`src/rtl/id_ex_pipe_reg.sv`:
```
// ID/EX pipeline register. Captures the decoded instruction and its two
// register-file operands under a valid/ready handshake, with hold (stall),
// flush (bubble), writeback bypass at capture, writeback refresh of held
// operands, and a saturating stall-cycle counter for performance debug.
//
// Handshake: a transfer on the decode side happens on a rising edge where
// id_valid & id_ready & ~flush; a transfer on the execute side happens where
// ex_valid & ex_ready. id_valid/ex_valid never depend on the matching ready.
// id_ready is the only combinational path through the block; every ex_*
// output comes straight from a flop.
module id_ex_pipe_reg #(
  parameter int DATA_WIDTH = 32,
  parameter int CTRL_WIDTH = 16
) (
  input  logic                  clk,
  input  logic                  rst_n,
  input  logic                  id_valid,
  output logic                  id_ready,
  input  logic [DATA_WIDTH-1:0] id_pc,
  input  logic [DATA_WIDTH-1:0] id_imm,
  input  logic [4:0]            id_rs1,
  input  logic [4:0]            id_rs2,
  input  logic [4:0]            id_rd,
  input  logic [DATA_WIDTH-1:0] id_rd1,
  input  logic [DATA_WIDTH-1:0] id_rd2,
  input  logic [CTRL_WIDTH-1:0] id_ctrl,
  input  logic                  wb_we,
  input  logic [4:0]            wb_rd,
  input  logic [DATA_WIDTH-1:0] wb_wd,
  input  logic                  flush,
  output logic                  ex_valid,
  input  logic                  ex_ready,
  output logic [DATA_WIDTH-1:0] ex_pc,
  output logic [DATA_WIDTH-1:0] ex_imm,
  output logic [DATA_WIDTH-1:0] ex_op1,
  output logic [DATA_WIDTH-1:0] ex_op2,
  output logic [4:0]            ex_rs1,
  output logic [4:0]            ex_rs2,
  output logic [4:0]            ex_rd,
  output logic [CTRL_WIDTH-1:0] ex_ctrl,
  output logic [15:0]           stall_count
);

  logic                  accept;
  logic                  holding;
  logic [DATA_WIDTH-1:0] cap_op1;
  logic [DATA_WIDTH-1:0] cap_op2;
  logic                  wb_live;
  logic                  refresh_op1;
  logic                  refresh_op2;

  // Ready whenever the slot is empty, being drained, or being squashed.
  assign id_ready = flush | ~ex_valid | ex_ready;
  assign accept   = id_valid & id_ready & ~flush;
  assign holding  = ex_valid & ~ex_ready & ~flush;

  // A write to x0 is architecturally discarded, so it never forwards.
  assign wb_live     = wb_we & (wb_rd != 5'd0);
  assign refresh_op1 = wb_live & (wb_rd == ex_rs1);
  assign refresh_op2 = wb_live & (wb_rd == ex_rs2);

  // Capture bypass: the register file writes on the same edge we sample its
  // combinational read, so a coincident writeback must win over id_rd*.
  always_comb begin
    cap_op1 = id_rd1;
    cap_op2 = id_rd2;
    if (id_rs1 == 5'd0) begin
      cap_op1 = '0;
    end else if (wb_we && (wb_rd == id_rs1)) begin
      cap_op1 = wb_wd;
    end
    if (id_rs2 == 5'd0) begin
      cap_op2 = '0;
    end else if (wb_we && (wb_rd == id_rs2)) begin
      cap_op2 = wb_wd;
    end
  end

  // Slot state and payload: reset > flush > accept > consume > hold/refresh.
  always_ff @(posedge clk) begin
    if (!rst_n) begin
      ex_valid <= 1'b0;
      ex_pc    <= '0;
      ex_imm   <= '0;
      ex_op1   <= '0;
      ex_op2   <= '0;
      ex_rs1   <= 5'd0;
      ex_rs2   <= 5'd0;
      ex_rd    <= 5'd0;
      ex_ctrl  <= '0;
    end else if (flush) begin
      ex_valid <= 1'b0;
    end else if (accept) begin
      ex_valid <= 1'b1;
      ex_pc    <= id_pc;
      ex_imm   <= id_imm;
      ex_op1   <= cap_op1;
      ex_op2   <= cap_op2;
      ex_rs1   <= id_rs1;
      ex_rs2   <= id_rs2;
      ex_rd    <= id_rd;
      ex_ctrl  <= id_ctrl;
    end else if (ex_valid && ex_ready) begin
      ex_valid <= 1'b0;
    end else if (holding) begin
      if (refresh_op1) begin
        ex_op1 <= wb_wd;
      end
      if (refresh_op2) begin
        ex_op2 <= wb_wd;
      end
    end
  end

  // Count held cycles, sticking at all-ones; only reset clears it.
  always_ff @(posedge clk) begin
    if (!rst_n) begin
      stall_count <= 16'd0;
    end else if (holding && (stall_count != 16'hFFFF)) begin
      stall_count <= stall_count + 16'd1;
    end
  end

endmodule
```
`config.mk`:
```
export PLATFORM = sky130hd
export DESIGN_NAME = id_ex_pipe_reg
export DESIGN_NICKNAME = d
export VERILOG_FILES = /design/src/rtl/id_ex_pipe_reg.sv
export SDC_FILE = /design/constraint.sdc
export NUM_CORES = 1
export LEC_CHECK = 0
export CORE_AREA = 4 4 143 145
export CTS_BUF_LIST = sky130_fd_sc_hd__clkbuf_16
export DETAILED_ROUTE_END_ITERATION = 16
export DIE_AREA = 0 0 147 149
export PLACE_DENSITY = 0.84
export SETUP_SLACK_MARGIN = 0.2
export SYNTH_ARGS = -nofsm -noshare
export SYNTH_HDL_FRONTEND = slang
export SYNTH_SLANG_ARGS = --single-unit
export TNS_END_PERCENT = 1
```
`constraint.sdc`:
```
create_clock -name clk -period 2.7 [get_ports clk]
set_input_delay 0.675 -clock clk [delete_from_list [all_inputs] [get_ports clk]]
set_output_delay 0.675 -clock clk [all_outputs]
set_load 0.03 [all_outputs]
```
==> summary.md <==
| Metric | Value |
|---|---|
| Die Y | `approximately 150 µm` |
| Sequential share of power | `between 40% and 50%` |
| Clk pwr share | `39.1%` |
| Root buf cell | `clkbuf_16` |
| Register bit total from synthesis | `176` |
| CP Capture Type | `primary output` |
| # DRC | `0` |
| Post-synth top cells | `nand2_1, dfxtp_1, a21oi_1` |
| RR Endpoint | `stall_count[1]` |
| GRT overflow | `0` |
| Area grow syn2layout | `66.7%` |
| Peak supply drop | `roughly 0.44 mV` |
| Cell Int Power | `approximately 5.0 mW` |
| # setup viols final | `0` |
| Avg WL per Cell | `17.9 µm` |
| Area of the multi-input gates | `approximately 0.0032 mm²` |
| Setup ws final | `a little under 0.3 ns` |
| # fillers | `roughly 1600` |
| Final Total Pwr | `roughly 7 mW` |
| Core area | `0.0192 mm²` |
| Largest net degree at the start of global routing | `between 90 and 100` |
| Global-route wire length before repair | `around 40000 µm` |
| Net count, final | `about 1400` |
| Top cells by area, synth | `dfxtp_1, nand2_1, a221oi_1` |
| Reg2reg start | `stall_count[2]` |
| Area leader, netlist | `dfxtp_1` |
| Clock tree from TritonCTS | `yes` |
| Setup total negative slack | `0 ns` |
| Max FO, Critical Path | `6` |
| Gp weighted congestion | `0.935` |
| Critical path origin | `ex_ready` |
| Hold Path Class | `reg2reg` |
| Max cap viols | `0` |
| Post-synth top area share | `approximately half` |
| Final instance area | `0.0120 mm²` |
| Critical path required time | `about 2.0 ns` |
| Die width | `between 100 and 150 µm` |
| R2r worst-path depth | `6` |
| Place WS | `-0.0193 ns` |
| Vias in the first global route | `between 7000 and 8000` |
| Unrepaired setup endpoints after global routing | `false` |
| DR pass1 iterations | `6` |
| Clock Latency Late Sink | `between 0.4 and 0.5 ns` |
| Top_reg_cell synth | `dfxtp_1` |
| Crit start category | `input port` |
| Synth unique cells | `41` |
| Post-synthesis sequential area ratio | `about half` |
| Finished Layout Cells | `about 1500` |
| Async SR Flop Fraction | `0%` |
| WS Path Type | `in2out` |
| CTS Buf Count | `17` |
| Final worst path period share | `between 80% and 90%` |
| Final Hold Viols | `0` |
| Total GRT Usage | `23.1%` |
| Num rows | `a little over 50` |
| Die Area | `about 0.022 mm²` |
| Reg clk slew, reported paths | `approximately 0.070 ns` |
| Synthesized netlist cell count | `~850` |
| Sequential cell area | `0.00352 mm²` |
| Syn_nets | `between 1000 and 1500` |
| Switch share | `a little over a quarter` |
| EDFF count, synth | `0` |
| Max Fclk | `between 400 and 500 MHz` |
| Clock tree buffer depth | `2` |
| Initial antenna violation count | `4` |
| Post-CTS setup buffer count | `0` |
| Antenna viol nets, final | `0` |
| LEAKAGE | `4.40 nW` |
| Data arrival, critical path | `about 1.7 ns` |
| Mean Syn Cell Area | `approximately 8.4 µm²` |
| Post-Place Cell Area | `roughly 0.011 mm²` |
| HPWL Detailed | `around 20000 µm` |
| Status | `complete, no violations` |
| Power Density | `~570 mW/mm²` |
| Hold Path Cell Cnt | `2` |
| Least-Margin Pin Slew | `between 0.7 and 0.8 ns` |
| Vias per inst | `between 5 and 6` |
| H-tree levels | `4` |
| Vias post-DR | `between 7000 and 8000` |
| Most frequent cell after synthesis | `nand2_1` |
| Worst Skew | `0.00695 ns` |
| Placed Cells | `1464` |
| Combinational share of power | `about a fifth` |
| Share of layout cells above drive strength 1 | `7.07%` |
| Post-synthesis cell area | `a little over 0.007 mm²` |
| Max_slew headroom | `between 40 and 50%` |
| Sw Pwr | `about 1.9 mW` |
| # IOs | `around 380` |
| Routed wire length | `~27000 µm` |
| Min Tclk post-route | `~2.4 ns` |
| Synthesis Warnings | `0` |
| Flop2flop setup slack | `approximately 0.62 ns` |
| Input/output buffers | `~380` |
| Post-CTS Hold Fix Bufs | `0` |
| Clk sink count | `approximately 180` |
| Slew Viols, Final | `0` |
| Worst setup path end | `id_ready` |
| Iter 0 DRT Violations | `between 500 and 600` |
| Initial Util | `37.4%` |
| CTS resizes | `1` |
==> state kept, by name, indices dropped and copies added (netlist names), 16 cells and up <==
name,flops
ex_imm,32
ex_op1,32
ex_op2,32
ex_pc,32
ex_ctrl,16
stall_count,16
==> per-layer routing <==
metal  wire, µm  share of wire [%]  vias to the layer above  global-route usage [%]
met5         46               0.17                        -                       0
met3       2880                 11                       67                    9.24
li1           -                  -                     3702                       -
met2      12800                 48                      377                    38.7
met1      10000                 38                     3490                    25.9
met4        974                3.6                        6                    10.7
==> worst max-delay path, stage by stage <==
cell	delay, ns
clkdlybuf4s50_1	0.47
nor3b_2	0.18
buf_4	0.17
inv_1	0.07
buf_4	0.17
==> stage by stage <==
stage,hold slack (ns),util (%)
6_report,0.453,62.3
5_1_grt,0.468,62.3
4_1_cts,0.455,62.3
3_5_place_dp,0.446,59.0
3_3_place_gp,0.440,59.0
2_1_floorplan,0.584,-
==> cells by family (layout without fill, tap and decap cells) <==
logic type / after synthesis / in the layout / share of synthesized area (%)
AND/OR/NAND/NOR: 322 / 322 / 18.6
other: 0 / 1 / 0
XOR/XNOR: 28 / 28 / 3.42
buffers and inverters: 76 / 455 / 6.50
flip-flops: 176 / 176 / 49.1
adder cells (fa/ha/maj): 1 / 1 / 0.174
AO/OA/AOI/OAI: 248 / 248 / 22.2
==> cell type report <==
class | count | share of cell area [%]
antenna | 1 | 0.0209
clock buffer | 17 | 3.56
clock inverter | 14 | 1.71
inverter | 4 | 0.136
multi-input combinational | 599 | 26.9
sequential | 176 | 29.4
tap | 265 | 2.77
timing repair buffer | 420 | 35.4
==> power by group through the flow <==
| stage | combinational, mW | sequential [mW] | clock [mW] |
|---|---|---|---|
| after floorplan | 0.372 | 3.12 | 0 |
| after global placement | 1.34 | 2.86 | 0 |
| after detailed placement | 1.36 | 2.86 | 0 |
| after CTS | 1.36 | 2.80 | 2.73 |
| after global routing | 1.44 | 2.82 | 2.85 |
| final | 1.36 | 2.80 | 2.67 |
==> how the worst min path moves through the flow <==
stage	startpoint	to	slack (ns)
2_1_floorplan	ex_imm[10]	ex_imm[10]	0.58
3_5_place_dp	ex_pc[31]	ex_pc[31]	0.45
4_1_cts	ex_pc[31]	ex_pc[31]	0.46
5_1_grt	ex_imm[19]	ex_imm[19]	0.47
6_report	ex_pc[22]	ex_pc[22]	0.45
3_3_place_gp	ex_pc[16]	ex_pc[16]	0.44
==> cells in the final DEF, fill, tap and decap left out, types with 16 or more instances in the layout <==
master / n
a21oi_1: 100
a221oi_1: 64
buf_4: 31
clkbuf_16: 17
clkdlybuf4s50_1: 375
dfxtp_1: 176
nand2_1: 204
nor2_1: 76
o21ai_1: 60
xor2_1: 16
Power figures use the tool's default switching activity.
